### config.mk
export PLATFORM = sky130hd
export DESIGN_NAME = uart_frame_rx
export DESIGN_NICKNAME = d
export VERILOG_FILES = /design/src/rtl/uart_pkg.sv /design/src/rtl/uart_frame_rx.sv
export SDC_FILE = /design/constraint.sdc
export NUM_CORES = 1
export LEC_CHECK = 0
export CAP_MARGIN = 20
export CORE_ASPECT_RATIO = 1.4
export CORE_MARGIN = 2
export CORE_UTILIZATION = 57
export CTS_BUF_LIST = sky130_fd_sc_hd__clkbuf_8
export CTS_CLUSTER_SIZE = 20
export DETAILED_ROUTE_END_ITERATION = 8
export PLACE_DENSITY = 0.82
export REMOVE_ABC_BUFFERS = 1
export SLEW_MARGIN = 20
export SYNTH_ARGS = -nofsm -noshare
export SYNTH_HDL_FRONTEND = slang
export SYNTH_SLANG_ARGS = --single-unit
### constraint.sdc
create_clock -name clk -period 2.4 [get_ports clk]
set_clock_uncertainty 0.2 [all_clocks]
set_input_delay 0.48 -clock clk [delete_from_list [all_inputs] [get_ports clk]]
set_output_delay 0.48 -clock clk [all_outputs]
set_load 0.02 [all_outputs]
### src/rtl/uart_pkg.sv
// Shared definitions for the UART byte-to-frame deframer.
package uart_pkg;

    // Default frame start marker.
    localparam logic [7:0] SYNC_BYTE_DEFAULT = 8'hA5;

    // Deframer states, in wire order of the frame fields.
    typedef enum logic [2:0] {
        HUNT,
        LEN,
        PAYLOAD,
        CHK,
        DRAIN
    } frame_state_t;

endpackage

### src/rtl/uart_frame_rx.sv
// Deframer: hunts for SYNC, buffers one LEN-prefixed XOR-checked frame and
// releases the payload as a valid/ready stream once the checksum verifies.
module uart_frame_rx
    import uart_pkg::*;
#(
    parameter int unsigned MAX_LEN        = 16,
    parameter int unsigned TIMEOUT_CYCLES = 50000,
    parameter logic [7:0]  SYNC_BYTE      = SYNC_BYTE_DEFAULT
) (
    input  logic       clk,
    input  logic       rst,
    input  logic [7:0] rx_data,
    input  logic       rx_valid,
    output logic [7:0] m_data,
    output logic       m_valid,
    output logic       m_last,
    input  logic       m_ready,
    output logic       frame_ok,
    output logic       err_chk,
    output logic       err_len,
    output logic       err_timeout,
    output logic       err_overrun,
    output logic       busy
);

    localparam int unsigned LW = $clog2(MAX_LEN + 1);
    localparam int unsigned IW = (MAX_LEN > 1) ? $clog2(MAX_LEN) : 1;
    localparam int unsigned TW = $clog2(TIMEOUT_CYCLES + 1);

    localparam logic [7:0]    MAX_LEN_B = 8'(MAX_LEN);
    localparam logic [TW-1:0] TMO_LIMIT = TW'(TIMEOUT_CYCLES);
    localparam logic [LW-1:0] ONE       = LW'(1);

    frame_state_t  state;
    frame_state_t  state_next;

    logic [LW-1:0] len;
    logic [LW-1:0] wr_idx;
    logic [LW-1:0] rd_idx;
    logic [7:0]    chk;
    logic [TW-1:0] tmr;
    logic          arm;
    logic [7:0]    mem [MAX_LEN];

    logic          timed;
    logic          tmo_hit;
    logic          take;
    logic          ev_ok;
    logic          ev_chk;
    logic          ev_len;
    logic          ev_ovr;

    // DRAIN presents data one cycle after entry so frame_ok leads m_valid.
    assign m_valid     = (state == DRAIN) && arm;
    assign m_last      = m_valid && (rd_idx == len - ONE);
    assign m_data      = m_valid ? mem[rd_idx[IW-1:0]] : '0;
    assign busy        = (state != HUNT);
    assign take        = m_valid && m_ready;

    // A byte on the boundary cycle wins over the timeout.
    assign timed       = (state == LEN) || (state == PAYLOAD) || (state == CHK);
    assign tmo_hit     = timed && !rx_valid && (tmr == TMO_LIMIT);
    assign err_timeout = tmo_hit;

    // State register.
    always_ff @(posedge clk) begin
        if (rst) begin
            state <= HUNT;
        end else begin
            state <= state_next;
        end
    end

    // Next-state decode and single-cycle event decisions.
    always_comb begin
        state_next = state;
        ev_ok      = 1'b0;
        ev_chk     = 1'b0;
        ev_len     = 1'b0;
        ev_ovr     = 1'b0;
        case (state)
            HUNT: begin
                if (rx_valid && (rx_data == SYNC_BYTE)) begin
                    state_next = LEN;
                end
            end
            LEN: begin
                if (rx_valid) begin
                    if ((rx_data == 8'h00) || (rx_data > MAX_LEN_B)) begin
                        ev_len     = 1'b1;
                        state_next = HUNT;
                    end else begin
                        state_next = PAYLOAD;
                    end
                end else if (tmo_hit) begin
                    state_next = HUNT;
                end
            end
            PAYLOAD: begin
                if (rx_valid) begin
                    if (wr_idx == len - ONE) begin
                        state_next = CHK;
                    end
                end else if (tmo_hit) begin
                    state_next = HUNT;
                end
            end
            CHK: begin
                if (rx_valid) begin
                    if (rx_data == chk) begin
                        ev_ok      = 1'b1;
                        state_next = DRAIN;
                    end else begin
                        ev_chk     = 1'b1;
                        state_next = HUNT;
                    end
                end else if (tmo_hit) begin
                    state_next = HUNT;
                end
            end
            DRAIN: begin
                ev_ovr = rx_valid;
                if (take && m_last) begin
                    state_next = HUNT;
                end
            end
            default: begin
                state_next = HUNT;
            end
        endcase
    end

    // Frame bookkeeping: length, indices, running checksum, timeout, pulses.
    always_ff @(posedge clk) begin
        if (rst) begin
            len         <= '0;
            wr_idx      <= '0;
            rd_idx      <= '0;
            chk         <= '0;
            tmr         <= '0;
            arm         <= 1'b0;
            frame_ok    <= 1'b0;
            err_chk     <= 1'b0;
            err_len     <= 1'b0;
            err_overrun <= 1'b0;
        end else begin
            frame_ok    <= ev_ok;
            err_chk     <= ev_chk;
            err_len     <= ev_len;
            err_overrun <= ev_ovr;
            arm         <= (state == DRAIN) && (state_next == DRAIN);

            if (rx_valid || !timed) begin
                tmr <= '0;
            end else if (tmr != TMO_LIMIT) begin
                tmr <= tmr + TW'(1);
            end

            case (state)
                LEN: begin
                    if (rx_valid) begin
                        len    <= rx_data[LW-1:0];
                        chk    <= rx_data;
                        wr_idx <= '0;
                    end
                end
                PAYLOAD: begin
                    if (rx_valid) begin
                        chk    <= chk ^ rx_data;
                        wr_idx <= wr_idx + ONE;
                    end
                end
                CHK: begin
                    if (ev_ok) begin
                        rd_idx <= '0;
                    end
                end
                DRAIN: begin
                    if (take && !m_last) begin
                        rd_idx <= rd_idx + ONE;
                    end
                end
                default: begin
                end
            endcase
        end
    end

    // Payload buffer; contents are meaningless until a frame is written.
    always_ff @(posedge clk) begin
        if ((state == PAYLOAD) && rx_valid) begin
            mem[wr_idx[IW-1:0]] <= rx_data;
        end
    end

endmodule

; Word level (Yosys, flattened, before mapping)
; Memories as Yosys holds them, arrays and structs flattened. A register that Yosys moved wholly into a read port is not among the register bits.
; Index checks and enable logic that the tools add are counted.
[op_classes]
n_addsub = 4
n_reduce_logical = 29
muxes = 29
mul = 0
n_bitwise = 5
n_div = 0
shifts = 0
n_lt_le_gt_ge = 1
n_eq_ne = 15
[ops]
columns = operator, n
row1 = $mux 3, 8
row2 = $mux 8, 3
row3 = $mux 5, 4
row4 = $pmux 5 s2, 2
row5 = $add 16x1->16 const B, 1
row6 = $eq 16x16->1 const B, 1
row7 = $ne 16x16->1 const B, 1
row8 = $pmux 8 s2, 1
row9 = $pmux 3 s5, 1
row10 = $add 5x1->5 const B, 2
row11 = $eq 5x5->1, 2
row12 = $logic_and 1x1->1, 10
row13 = $eq 8x8->1, 1
row14 = $eq 8x8->1 const B, 1
row15 = $gt 8x5->1 const B, 1
row16 = $logic_not 8->1, 1
row17 = $mux 4, 2
row18 = $xor 8x8->8, 1
row19 = $mux 1, 7
row20 = $eq 3x2->1 const B, 2
row21 = $eq 3x3->1 const B, 2
row22 = $ne 2x2->1 const B, 3
row23 = $reduce_and 3->1, 2
row24 = $reduce_or 3->1, 2
row25 = other kinds (12), 22
[word_totals]
ramBits = 128
memories = 1
reg_bits = 47
latch_bits = 0
input_bits = 12
romBits = 0
output_inout_bits = 16
[memory_table]
columns = name, words, width, rd, rd_ports_with_merged_regs, wr, line
row1 = mem, 16, 8, 1, 1, 1, uart_frame_rx.sv:43  ; logic [7:0] mem [MAX_LEN];

; Depth between registers and ports, before layout
[depth]
word_depth = 10
depth_mapped = 9
mapped_depth_nobuf = 7

; Worst setup path before layout
; Ideal clock, no wire load.
[synth_path]
path_kind = flip-flop to output port
startpoint = reg (tool-made name)
endpoint = out m_data[0]
required_time_ns = 1.720
stages_incl_launch_ff = 6
n_path_buf = 2
arrival_time_ns = 1.809
setup_slack_ns = -0.089
path_cell_list = dfxtp_1 > buf_2 > buf_6 > mux4_2 > mux4_2 > and2_1
[synth_rtl]
columns = element, line
row1 = to (decl), uart_frame_rx.sv:14  ; output logic [7:0] m_data,

==> metrics.md <==
| Metric | Value |
|---|---|
| Unrepaired setup endpoints after global routing | `yes` |
| Cell internal power dissipation | `4110 uW` |
| Number of nets at the end of the flow | `645` |
| Kind of end point of the critical path | `output port` |
| Leading post-synthesis cells by cell area | `edfxtp_1, dfxtp_1, mux4_2` |
| Yosys warnings | `0` |
| Inserted Clock Buffers | `17` |
| Post-DRT Antenna Nets | `0` |
| Final weighted congestion in routability-driven placement | `0.860` |
| EDFF count, synth | `128` |
| Setup CP Type | `flip-flop to output port` |
| Gate power share | `0.022` |
| All-layer global routing usage | `0.252` |
| Per-cell via count in the routed design | `6.00` |
| Synth Instances | `521` |
| Synth cell types | `48` |
| Finished Cell Area | `0.00909 sq mm` |
| Most repeated cell in the gate-level netlist after synthesis | `edfxtp_1` |
| Clk buf depth | `2` |
| Signed area change from the synthesized netlist to the final layout | `20.4%` |
| Diode count | `0` |
| Maximum VDD drop | `0.456 mV` |
| Antenna violations before repair | `0` |
| Lkg Pwr | `0.00305 uW` |
| Count of filler cells inserted in the layout | `845` |
| Total of flip-flops plus latches after synthesis | `179` |
| Switching power of the nets | `1230 uW` |
| DIE AREA | `0.0142 sq mm` |
| CP Data Required Time | `1720 ps` |
| Part of the total power dissipated in sequential elements | `0.618` |
| Clock latency on the worst-skew pair | `460 ps` |
| Clk network pwr share | `0.360` |
| Post-synthesis cell area | `0.00755 sq mm` |
| Gr ovfl total | `0` |
| Clock tree from TritonCTS | `yes` |
| Detailed Route Iter0 Violations | `401` |
| Starting utilization of the core area | `0.586` |
| Mean cell area of the mapped netlist | `14.5 sq um` |
| Slew HR | `0.626` |
| Port bufs | `27` |
| Startpoint of the worst register-to-register path | `len[0]` |
| Max-slew violation total from the final report | `0` |
| Top cells by count, synth | `edfxtp_1, nor2_1, dfxtp_1` |
| Final clock period utilization by the worst path | `1.26` |
| H-Tree Depth | `4` |
| Area leader, netlist | `edfxtp_1` |
| Total Negative Setup Slacks | `-4980 ps` |
| Max-Cap Viols | `0` |
| Vias after detailed routing | `4747` |
| F_max | `330 MHz` |
| Run status | `finished with violations` |
| Hold WC Path Type | `flip-flop to flip-flop` |
| Detailed-route DRC error count | `0` |
| Setup slack after layout | `-628 ps` |
| Fraction of synthesis flops using an asynchronous set or reset pin | `0` |
| Proportion of layout cells with a drive suffix above 1 | `0.310` |
| Core ar. | `0.0129 sq mm` |
| Total number of placement rows | `49` |
| Post-synth top area share | `0.509` |
| I/O pin count | `28` |
| Vias in the first global route | `4874` |
| Switching power share of the total | `0.231` |
| Seq/Total Area, Yosys | `0.645` |
| First-pass GRT wire length | `26400 um` |
| Startpoint types | `flip-flop` |
| CTS Root Cell | `clkbuf_8` |
| Max Fanout on Critical Path | `7` |
| Critical path data arrival time | `2350 ps` |
| Final hold viol count | `0` |
| Die Wd | `101 um` |
| Top flip-flop cell by instance count after synthesis | `edfxtp_1` |
| Die boundary height | `140 um` |
| Worst-path clk slew | `80 ps` |
| Wirelength, routed | `16900 um` |
| Detailed-route wire length per cell | `21.3 um` |
| Slew of the pin with the lowest slew margin | `555 ps` |
| Final setup vio count | `10` |
| Areal power density over the cells | `587 mW/mm^2` |
| Violations in the final reports | `negative setup slack` |
| Post-layout minimum cycle time | `3030 ps` |
| Cell Area, Placed | `0.00851 sq mm` |
| Min-delay src | `len[4]` |
| Maximum number of pins on one net before global-route repair | `33` |
| CTS Sinks | `179` |
| Final design utilization | `0.706` |
| Drt first pass iters | `5` |
| Post-DP HPWL | `11500 um` |
kinds of logic (layout without fill, tap and decap cells):
| group | after synthesis | in the layout | share of synthesized area |
|---|---|---|---|
| flip-flops | 179 | 179 | 0.645 |
| AND/OR/NAND/NOR | 166 | 166 | 0.110 |
| AO/OA/AOI/OAI | 49 | 49 | 0.0444 |
| multiplexers | 41 | 41 | 0.121 |
| buffers and inverters | 41 | 158 | 0.0244 |
| XOR/XNOR | 37 | 37 | 0.0429 |
| adder cells (fa/ha/maj) | 8 | 8 | 0.0133 |
power groups by stage:
stage                     sequential [uW]  combinational [uW]  clock (uW)
after floorplan                      3370                15.3           0
after global placement               3370                 109           0
after detailed placement             3370                 113           0
after CTS                            3300                 114        1930
after global routing                 3300                 124        2060
final                                3300                 116        1920
cell usage in the layout (no fill, tap or decap), types with 8 or more instances in the layout:
cell type,count
clkbuf_8,17
nand2_1,30
mux4_2,40
buf_4,79
a32oi_1,8
nand3_1,19
dfxtp_1,43
xnor2_1,20
inv_1,8
nor2_1,56
edfxtp_1,128
o21ai_0,11
xor2_1,15
clkdlybuf4s50_1,15
a21oi_1,11
stage by stage:
step                      hold WS [ps]  std cells  power (uW)  setup slack (ps)
after global routing               356        791        5480              -700
after floorplan                    267        493        3390             -1050
after detailed placement           315        750        3480              -607
after global placement             291        750        3480              -552
after CTS                          328        791        5350              -712
final                              323        791        5340              -628
layer usage:
metal  wire, um  vias up  GRT usage
met3        975       36     0.0394
met5          0        -          0
met1       6080     2325      0.301
met2       9400      205      0.454
met4        413        0     0.0917
li1           -     2181          -
timing repair:
item,in CTS,in global routing
pin swaps,12,11
setup buffers,7,4
endpoints found under the setup margin,12,11
resized for setup,91,15
hold buffers,0,0
hold endpoints to repair,0,0
gates cloned,2,0
worst max-delay path: stages (launching register included):
cell	delay (ps)
dfxtp_4	440
buf_8	170
mux4_2	500
mux4_2	510
and2_4	160
buf_6	120
flip-flops by register name, indices dropped and copies added (netlist names), named ones only:
| signal | count |
|---|---|
| frame_ok | 1 |
| arm | 1 |
| err_len | 1 |
| chk | 8 |
| err_overrun | 1 |
| wr_idx | 5 |
| tmr | 16 |
| len | 5 |
| rd_idx | 5 |
| state | 3 |
| mem | 128 |
| err_chk | 1 |
worst paths after layout:
path,endpoint,slack [ps],cells past startpoint
worst max-delay path,m_data[5],-630,5
worst min-delay path,len[4],320,2
worst max register to register,flip-flop,180,9
worst min register to register,len[4],320,2
cell type report:
class	count	area (sq um)	area share
flip-flops and latches	179	4880	0.537
multi-input cells	301	2600	0.287
repair buffers	113	991	0.109
clock buffers	17	234	0.0257
well taps	153	191	0.0211
clock inverters	15	139	0.0153
inverters	13	51.3	0.00565
(Power assumes the default switching activity.)
